**src/rtl/mem_access_pkg.sv**
```systemverilog
// Shared definitions for the MEM-stage data-memory access unit: size codes,
// FSM states, latched load context and store lane helpers.
package mem_access_pkg;

  localparam logic [1:0] SZ_BYTE = 2'b00;
  localparam logic [1:0] SZ_HALF = 2'b01;
  localparam logic [1:0] SZ_WORD = 2'b10;

  localparam logic [31:0] RST_VAL = 32'h0000_0000;

  typedef enum logic {
    IDLE     = 1'b0,
    WAIT_RSP = 1'b1
  } state_e;

  // Fields of a granted load that must survive until its response arrives.
  typedef struct packed {
    logic [1:0] offset;
    logic [1:0] size;
    logic       is_unsigned;
  } load_ctx_t;

  function automatic logic is_misaligned(input logic [1:0] size, input logic [1:0] off);
    logic mis;
    case (size)
      SZ_BYTE: mis = 1'b0;
      SZ_HALF: mis = off[0];
      default: mis = (off != 2'b00);
    endcase
    return mis;
  endfunction

  function automatic logic [3:0] store_be(input logic [1:0] size, input logic [1:0] off);
    logic [3:0] be;
    case (size)
      SZ_BYTE: be = 4'b0001 << off;
      SZ_HALF: be = off[1] ? 4'b1100 : 4'b0011;
      default: be = 4'b1111;
    endcase
    return be;
  endfunction

  function automatic logic [31:0] store_wdata(input logic [1:0] size, input logic [31:0] data);
    logic [31:0] wd;
    case (size)
      SZ_BYTE: wd = {4{data[7:0]}};
      SZ_HALF: wd = {2{data[15:0]}};
      default: wd = data;
    endcase
    return wd;
  endfunction

endpackage

```
**src/rtl/mem_access_stage_load_formatter.sv**
```systemverilog
// Combinational load data formatter: lane select, width select and
// sign/zero extension of a little-endian bus word.
module load_formatter
  import mem_access_pkg::*;
(
  input  logic [1:0]  offset_i,
  input  logic [1:0]  size_i,
  input  logic        unsigned_i,
  input  logic [31:0] rdata_i,
  output logic [31:0] result_o
);

  logic [31:0] shifted;
  logic        sign_b;
  logic        sign_h;

  assign shifted = rdata_i >> {offset_i, 3'b000};
  assign sign_b  = ~unsigned_i & shifted[7];
  assign sign_h  = ~unsigned_i & shifted[15];

  // NOTE: every output of a combinational block gets a default first so no latch is inferred.
  always_comb begin
    result_o = shifted;
    case (size_i)
      SZ_BYTE: result_o = {{24{sign_b}}, shifted[7:0]};
      SZ_HALF: result_o = {{16{sign_h}}, shifted[15:0]};
      default: result_o = shifted;
    endcase
  end

endmodule

```
**src/rtl/mem_access_stage.sv**
```systemverilog
// MEM-stage data-memory access unit: drives a req/gnt/rvalid bus, stalls the
// pipeline while a load is outstanding and formats returned load data.
module mem_access_stage
  import mem_access_pkg::*;
#(
  parameter int TIMEOUT_CYCLES = 255,
  parameter int CNT_W          = 8
) (
  input  logic        clk,
  input  logic        reset,
  input  logic        MemRead_in,
  input  logic        MemWrite_in,
  input  logic [1:0]  mem_size_in,
  input  logic        mem_unsigned_in,
  input  logic [31:0] ALU_out_in,
  input  logic [31:0] store_data_in,
  output logic        dmem_req,
  output logic        dmem_we,
  output logic [31:0] dmem_addr,
  output logic [31:0] dmem_wdata,
  output logic [3:0]  dmem_be,
  input  logic        dmem_gnt,
  input  logic        dmem_rvalid,
  input  logic [31:0] dmem_rdata,
  output logic [31:0] Memory_Read_Data_out,
  output logic        mem_stall,
  output logic        misalign_exc,
  output logic        bus_error
);

  localparam logic [CNT_W-1:0] CNT_LAST = CNT_W'(TIMEOUT_CYCLES - 1);

  state_e           state_q, state_d;
  logic [CNT_W-1:0] cnt_q, cnt_d;
  load_ctx_t        ctx_q, ctx_d;
  logic             bus_error_q, bus_error_d;

  logic        access;
  logic        is_write;
  logic        misaligned;
  logic        in_idle;
  logic        in_wait;
  logic        timeout_hit;
  logic        load_done;
  logic        read_granted;
  logic [31:0] fmt_data;

  // Reads take priority when both controls are set.
  assign access     = MemRead_in | MemWrite_in;
  assign is_write   = MemWrite_in & ~MemRead_in;
  assign misaligned = access & is_misaligned(mem_size_in, ALU_out_in[1:0]);

  assign in_idle     = reset & (state_q == IDLE);
  assign in_wait     = reset & (state_q == WAIT_RSP);
  assign timeout_hit = in_wait & ~dmem_rvalid & (cnt_q == CNT_LAST);
  assign load_done   = in_wait & dmem_rvalid;

  assign dmem_req     = in_idle & access & ~misaligned;
  assign dmem_we      = dmem_req & is_write;
  assign dmem_addr    = {ALU_out_in[31:2], 2'b00};
  assign dmem_wdata   = store_wdata(mem_size_in, store_data_in);
  assign dmem_be      = dmem_req ? store_be(mem_size_in, ALU_out_in[1:0]) : 4'b0000;
  assign read_granted = dmem_req & dmem_gnt & ~dmem_we;

  assign misalign_exc = reset & misaligned;

  // A granted write retires in its grant cycle; a load releases the stall in
  // the cycle its data (or the timeout) arrives so MEM/WB captures it.
  assign mem_stall = (dmem_req & ~(dmem_gnt & dmem_we))
                   | (in_wait & ~dmem_rvalid & ~timeout_hit);

  load_formatter u_load_formatter (
    .offset_i   (ctx_q.offset),
    .size_i     (ctx_q.size),
    .unsigned_i (ctx_q.is_unsigned),
    .rdata_i    (dmem_rdata),
    .result_o   (fmt_data)
  );

  assign Memory_Read_Data_out = load_done ? fmt_data : RST_VAL;
  assign bus_error            = bus_error_q;

  always_comb begin
    state_d     = state_q;
    cnt_d       = cnt_q;
    ctx_d       = ctx_q;
    bus_error_d = 1'b0;
    case (state_q)
      IDLE: begin
        if (read_granted) begin
          state_d = WAIT_RSP;
          cnt_d   = '0;
          ctx_d   = '{offset: ALU_out_in[1:0], size: mem_size_in, is_unsigned: mem_unsigned_in};
        end
      end
      WAIT_RSP: begin
        if (dmem_rvalid) begin
          state_d = IDLE;
        end else if (timeout_hit) begin
          state_d     = IDLE;
          cnt_d       = '0;
          bus_error_d = 1'b1;
        end else begin
          cnt_d = cnt_q + CNT_W'(1);
        end
      end
      default: state_d = IDLE;
    endcase
  end

  // NOTE: sequential state uses non-blocking assignments so all registers update together at the edge.
  always_ff @(posedge clk) begin
    if (!reset) begin
      state_q     <= IDLE;
      cnt_q       <= '0;
      ctx_q       <= '0;
      bus_error_q <= 1'b0;
    end else begin
      state_q     <= state_d;
      cnt_q       <= cnt_d;
      ctx_q       <= ctx_d;
      bus_error_q <= bus_error_d;
    end
  end

endmodule

```
**config.mk**
```make
export PLATFORM = sky130hd
export DESIGN_NAME = mem_access_stage
export DESIGN_NICKNAME = d
export VERILOG_FILES = /design/src/rtl/mem_access_pkg.sv /design/src/rtl/mem_access_stage_load_formatter.sv /design/src/rtl/mem_access_stage.sv
export SDC_FILE = /design/constraint.sdc
export NUM_CORES = 1
export LEC_CHECK = 0
export ABC_AREA = 1
export BUFFER_PORTS_ARGS = -buffer_cell sky130_fd_sc_hd__buf_2
export CELL_PAD_IN_SITES_DETAIL_PLACEMENT = 1
export CELL_PAD_IN_SITES_GLOBAL_PLACEMENT = 2
export CORE_ASPECT_RATIO = 1.25
export CORE_MARGIN = 2
export CORE_UTILIZATION = 16
export CTS_CLUSTER_DIAMETER = 120
export DETAILED_ROUTE_END_ITERATION = 6
export PLACE_DENSITY_LB_ADDON = 0.08
export SYNTH_ARGS = -nofsm -noshare
export SYNTH_HDL_FRONTEND = slang
export SYNTH_SLANG_ARGS = --single-unit
```
**constraint.sdc**
```tcl
create_clock -name clk -period 2 [get_ports clk]
set_clock_uncertainty 0.2 [all_clocks]
set_input_delay 0.4 -clock clk [delete_from_list [all_inputs] [get_ports clk]]
set_output_delay 0.4 -clock clk [all_outputs]
set_load 0.01 [all_outputs]
```
==> impl_metrics.py, run 1 <==
metrics = {
    "clock_network": {
        "cts_max_path_buffers": 2,
        "cts_hold_buf": 0,
        "root_buffer": "clkbuf_16",
        "cts_tree": "built",
        "clock_sinks": 15,
        "cts_buffers": 3,
        "clock_latency_ns": 0.25,
        "h-tree-depth": 1,
        "clkSlewWorstSetupHoldPaths_ns": 0.05,
    },
    "power_and_ir_drop": {
        "leakage_nw": 1.95,
        "ir_drop_uv": 226,
        "p_per_area_nw_per_um2": 342,
    },
    "final_layout": {
        "layout-drive-gt1-share_pct": 47.0,
        "antenna_cells": 0,
        "final_nets": 668,
        "area_growth_pct": 50.2,
        "design_area_um2": 3590,
        "n_fill_cell": 1899,
        "utilization_pct": 24.8,
    },
    "sta": {
        "rsz0062_at_grt": "true",
        "hold_slack_ns": 0.249,
        "post-route-period-util_pct": 105,
        "max_freq_mhz": 477,
        "drv_slew": 0,
        "period_needed_ns": 2.10,
        "hold_viol": 0,
        "setup_viol": 27,
        "layout_setup_ws_ns": -0.0979,
    },
    "routing": {
        "wl_um": 10600,
        "drtAntennaViolNets": 0,
        "drc": 0,
        "dr.pass1.iters": 4,
        "drt_iter0_markers": 171,
        "vias": 3135,
        "via_per_inst": 4.25,
        "wl_per_cell_um": 14.4,
    },
    "critical_path": {
        "path_common_cell": "nand3_4",
        "slowest_delay_ns": 0.36,
        "worstPathCellList": "inv_4 > nand2_1 > nand3_4 > nand3_4 > nand3_4 > nand2_8 > nor2_4 > buf_2",
        "crit_buf_inv": 2,
        "required_ns": 1.40,
        "slowest_stage": "dfxtp_4",
        "cp.arrival_ns": 1.50,
        "worstPathMaxFanout": 8,
        "crit_family": "simple AND/OR/NAND/NOR gates",
        "worst-setup-path-type": "reg -> out",
        "endpoint_kind": "output port",
        "startpoint_type": "flip-flop",
    },
    "place": {
        "placed_cell_area_um2": 3160,
        "routabilityCongestion": 0.747,
        "dp_hpwl_um": 8740,
        "numPortBuffers": 147,
    },
    "floorplanning": {
        "start_util_pct": 16.5,
        "dieArea_um2": 15900,
        "die_h_um": 141,
        "top_level_ports": 210,
        "core_area_um2": 14500,
        "die_w_um": 113,
        "rows": 49,
    },
    "synthesis": {
        "synth_area_um2": 2390,
        "ys_warn_count": 0,
        "ys_types": 34,
        "syn_inst": 434,
        "synth.avg_cell_area_um2": 5.51,
        "synth_seq_area_share_pct": 12.6,
        "ys_seq_elements": 15,
    },
    "status": {
        "status": "finished with violations",
        "violations": "negative setup slack",
    },
    "global_route": {
        "grt_pass1_wl_um": 16600,
        "grt_max_degree": 30,
        "gr-total-overflow": 0,
        "antenna_found_initial": 0,
        "grtUsageTotal_pct": 12.8,
        "grt_pass1_vias": 3228,
    },
    "flow_run": {
        "cap_violations": 0,
    },
    "hold_path": {
        "hold_path_class": "in -> reg",
    },
}
layout make-up:
cell class              count  area, um2  area share (%)
multi-input cells         326       1760            49.0
repair buffers            178       1060            29.6
flip-flops and latches     15        310            8.64
well taps                 178        223            6.20
inverters                  37        155            4.32
clock buffers               4       78.8            2.20
repair_timing:
action / 4_1_cts / 5_1_grt
resized for setup: 41 / 46
endpoints found under the setup margin: 34 / 37
buffers inserted: 3 / 3
gates cloned: 1 / 0
pin swaps: 18 / 12
tightest hold or removal path, stage by stage:
cell,delay [ns]
buf_2,0.10
nand3_1,0.09
a21oi_1,0.06
state kept, by name (all words and copies together) (netlist names):
register,count
state_q,1
cnt_q,8
bus_error,1
ctx_q,5
synthesized netlist by cell type (all sizes together):
| library cell | n | area share, % |
|---|---|---|
| a22oi | 1 | 0.31 |
| o211ai | 2 | 0.63 |
| nand3 | 44 | 11 |
| o21ai | 18 | 3.8 |
| o21bai | 1 | 0.31 |
| a21o | 1 | 0.31 |
| clkinv | 2 | 0.31 |
| conb | 1 | 0.16 |
| xor2 | 1 | 0.37 |
| inv | 35 | 5.9 |
| clkbuf | 9 | 1.4 |
| a31oi | 7 | 1.8 |
| nand4 | 2 | 0.52 |
| nor2 | 36 | 8.1 |
| ha | 2 | 1.0 |
| a21oi | 35 | 7.3 |
| nand3b | 1 | 0.31 |
| nor3 | 1 | 0.21 |
| buf | 49 | 16 |
| nand2 | 171 | 28 |
| dfxtp | 15 | 13 |
through the flow:
step	power (mW)	instances	worst slack, ns	TNS [ns]
after CTS	1.23	735	-0.136	-2.59
after global routing	1.31	738	-0.175	-4.04
final	1.23	738	-0.0979	-1.51
after detailed placement	0.794	727	-0.0259	-0.0865
after floorplan	0.627	435	0.173	0
after global placement	0.792	727	-0.0495	-0.0785
report_power, final:
group	internal (mW)	switching (mW)
registers	0.302	0.00568
logic	0.216	0.305
clock network	0.270	0.127
cell usage in the layout, fill, tap and decap left out, drive strengths merged, types with 2 or more instances in the layout:
master / instances
inv: 35
ha: 2
clkinv: 2
nand2: 172
nand3: 44
o211ai: 2
conb: 2
buf: 178
dfxtp: 15
a31oi: 7
nor2: 36
a21oi: 35
clkbuf: 4
o21ai: 18
nand4: 2
metal layers:
| metal | part of all wire [%] | routed length (um) | GRT usage [%] | vias to the layer above |
|---|---|---|---|---|
| met3 | 5.5 | 584 | 2.11 | 13 |
| met5 | 0 | 0 | 0 | - |
| met2 | 54 | 5700 | 24.8 | 102 |
| met4 | 0.72 | 76 | 1.99 | 0 |
| li1 | - | - | - | 1596 |
| met1 | 40 | 4270 | 14.8 | 1424 |
kinds of logic after synthesis:
logic type	synth area share, %
other	0.157
adder cells (fa/ha/maj)	1.05
buffers and inverters	23.5
AND/OR/NAND/NOR	47.9
XOR/XNOR	0.367
AO/OA/AOI/OAI	14.5
flip-flops	12.6
final timing paths:
check        slack, ns  cells after the start                       end             from
max reg2reg       0.35                      8                  cnt_q[1]         cnt_q[4]
max               -0.1                      8  Memory_Read_Data_out[29]         ctx_q[3]
min               0.25                      3                  ctx_q[0]  mem_unsigned_in
min reg2reg       0.26                      2                  ctx_q[1]         ctx_q[1]
No activity file was read; power rests on OpenSTA's default activity.
==> inputs of run 2 (changes only) <==
--- a/config.mk
+++ b/config.mk
@@ -5,13 +5,14 @@
 export SDC_FILE = /design/constraint.sdc
 export NUM_CORES = 1
 export LEC_CHECK = 0
-export ABC_AREA = 1
+export ABC_AREA = 0
+export ABC_CLOCK_PERIOD_IN_PS = 2300
 export BUFFER_PORTS_ARGS = -buffer_cell sky130_fd_sc_hd__buf_2
 export CELL_PAD_IN_SITES_DETAIL_PLACEMENT = 1
 export CELL_PAD_IN_SITES_GLOBAL_PLACEMENT = 2
 export CORE_ASPECT_RATIO = 1.25
 export CORE_MARGIN = 2
-export CORE_UTILIZATION = 16
+export CORE_UTILIZATION = 18
 export CTS_CLUSTER_DIAMETER = 120
 export DETAILED_ROUTE_END_ITERATION = 6
 export PLACE_DENSITY_LB_ADDON = 0.08
==> constraint.sdc (replaced) <==
create_clock -name clk -period 2.3 [get_ports clk]
set_clock_uncertainty 0.2 [all_clocks]
set_input_delay 0.46 -clock clk [delete_from_list [all_inputs] [get_ports clk]]
set_output_delay 0.46 -clock clk [all_outputs]
set_load 0.01 [all_outputs]
==> run 2 against run 1 <==
Compared with the run above: the flow still finishes with violations (negative setup slack); critical path depth down 3; critical endpoint is now Memory_Read_Data_out[27]; total power down 19%; setup slack worse by 0.053 ns; worst hold slack improved by 0.023 ns; final area fell by 8.7%; clock power decreased by 13%; sequential power down 14%; synthesized cell count is 32% lower; first-iteration DRC count shrank 74%; sequential cell count did not move; clock-buffer cell count down 1.
==> impl_metrics.py, run 2 <==
metrics = {
    "floorplanning": {
        "die_w_um": 104,
        "dieArea_um2": 13400,
        "start_util_pct": 18.5,
        "die_h_um": 129,
        "core_area_um2": 12200,
        "top_level_ports": 210,
        "rows": 45,
    },
    "synthesis": {
        "synthFlopType": "dfxtp_1",
        "ys_types": 50,
        "syn_inst": 295,
        "synth_top_area_cell": "buf_4",
        "synth_area_um2": 2250,
        "synth_area_leaders": "buf_4, dfxtp_1, mux2i_1, mux2_1, o21ai_1",
        "synth_seq_area_share_pct": 13.4,
        "synth_top_area_share_pct": 13.7,
        "synth_common_cells": "buf_4, mux2i_1, o21ai_1",
        "yosysMostFrequentCell": "buf_4",
        "ys_seq_elements": 15,
        "ys_warn_count": 0,
        "synth-edff-count": 0,
        "synth.avg_cell_area_um2": 7.62,
        "async_reset_ff_share_pct": 0,
    },
    "sta": {
        "drv_slew": 0,
        "setup_viol": 24,
        "layout_setup_ws_ns": -0.151,
        "post-route-period-util_pct": 107,
        "hold_viol": 0,
        "rsz0062_at_grt": "true",
        "max_freq_mhz": 408,
        "period_needed_ns": 2.45,
    },
    "critical_path": {
        "worstPathMaxFanout": 8,
        "cp.arrival_ns": 1.79,
        "startpoint_type": "flip-flop",
        "endpoint_kind": "output port",
        "required_ns": 1.64,
        "worst-setup-path-type": "reg -> out",
    },
    "final_layout": {
        "multiInputGateArea_um2": 1660,
        "layout-drive-gt1-share_pct": 52.1,
        "final-seq-area_um2": 314,
        "utilization_pct": 26.9,
        "mostFrequentLayoutCell": "buf_2",
        "n_fill_cell": 1549,
        "area_growth_pct": 45.7,
        "largest-register": "cnt_q",
        "reg.largest.list": "cnt_q (8), ctx_q (5)",
        "antenna_cells": 0,
        "most-common-layout-cells": "buf_2, buf_4, mux2i_1",
        "final_nets": 528,
        "design_area_um2": 3280,
        "largest_register_ffs": 8,
    },
    "clock_network": {
        "root_buffer": "clkbuf_16",
        "cts_max_path_buffers": 2,
        "cts_buffers": 3,
        "clock_sinks": 15,
        "clock_latency_ns": 0.25,
        "h-tree-depth": 1,
        "cts_tree": "built",
        "clkSlewWorstSetupHoldPaths_ns": 0.05,
        "cts_hold_buf": 0,
    },
    "power_and_ir_drop": {
        "leakage_nw": 1.68,
        "ir_drop_uv": 197,
        "p_total_mw": 0.994,
        "p_per_area_nw_per_um2": 303,
    },
    "global_route": {
        "gr-total-overflow": 0,
        "grt_max_degree": 28,
        "grt_pass1_wl_um": 14100,
        "grt_pass1_vias": 2776,
        "grtUsageTotal_pct": 13.0,
        "antenna_found_initial": 0,
    },
    "routing": {
        "drc": 0,
        "drt_iter0_markers": 45,
        "via_per_inst": 4.43,
        "vias": 2589,
        "drtAntennaViolNets": 0,
        "dr.pass1.iters": 4,
        "wl_met3_um": 676,
        "wl_um": 8830,
        "dr_wl_met2_um": 4510,
        "top_layer": "met4",
        "m1WireLength_um": 3540,
        "wl_per_cell_um": 15.1,
    },
    "place": {
        "routabilityCongestion": 0.720,
        "post-place-ws_ns": -0.156,
        "numPortBuffers": 147,
        "dp_hpwl_um": 7420,
        "placed_cell_area_um2": 3030,
    },
    "flow_run": {
        "cap_violations": 0,
    },
    "status": {
        "violations": "negative setup slack",
        "status": "finished with violations",
    },
    "hold_path": {
        "hold_path_class": "in -> reg",
    },
}
==> run 2: cells by family (layout without fill, tap and decap cells) <==
logic type / Yosys count / after routing / synth area share (%)
AO/OA/AOI/OAI: 78 / 78 / 22.2
XOR/XNOR: 3 / 3 / 1.17
adder cells (fa/ha/maj): 2 / 2 / 1.11
buffers and inverters: 62 / 186 / 17.9
flip-flops: 15 / 15 / 13.4
multiplexers: 49 / 49 / 22.9
other: 1 / 2 / 0.167
AND/OR/NAND/NOR: 85 / 85 / 21.1
==> run 2: cell type report <==
class | count | share of cell area (%)
Timing Repair Buffer | 180 | 30.9
Sequential cell | 15 | 9.58
Clock inverter | 1 | 0.153
Inverter | 2 | 0.229
Clock buffer | 3 | 2.29
Multi-Input combinational cell | 219 | 50.6
Tap cell | 164 | 6.26
==> run 2: timing repair <==
action,CTS,global route
setup buffers,2,2
setup endpoints to repair,32,27
cloned,0,0
pin swaps,5,6
resized for setup,24,16
==> run 2: where the power goes <==
| part | total [mW] | switching (mW) | internal, mW |
|---|---|---|---|
| registers | 0.265 | 0.00391 | 0.261 |
| clock network | 0.347 | 0.115 | 0.233 |
| logic | 0.382 | 0.196 | 0.186 |
| total | 0.994 | 0.314 | 0.679 |
==> run 2: layer usage <==
layer | up-vias | track usage, %
li1 | 1272 | -
met1 | 1196 | 14.6
met2 | 115 | 24.3
met3 | 6 | 3.65
met4 | 0 | 3.42
met5 | - | 0
==> run 2: worst max-delay path: stages, from the launching register on <==
cell,delay (ns)
dfxtp_4,0.38
mux2_4,0.31
mux2_4,0.29
o211a_4,0.27
a21o_1,0.16
buf_2,0.13
==> run 2: path summary, 6_finish.rpt <==
kind	slack [ns]	cells after the start	endpoint	from
worst max-delay path	-0.15	5	Memory_Read_Data_out[27]	ctx_q[3]
worst max register to register	0.41	5	ctx_q[4]	state_q
worst min register to register	0.30	1	cnt_q[7]	cnt_q[7]
worst min-delay path	0.27	3	ctx_q[0]	mem_unsigned_in
==> run 2: through the flow <==
| stage | setup TNS (ns) | hold WS, ns | instances |
|---|---|---|---|
| floorplan | 0 | 0.250 | 296 |
| global placement | -1.52 | 0.276 | 576 |
| detailed placement | -2.03 | 0.285 | 576 |
| CTS | -3.06 | 0.277 | 582 |
| global route | -3.84 | 0.284 | 584 |
| finish | -2.34 | 0.271 | 584 |
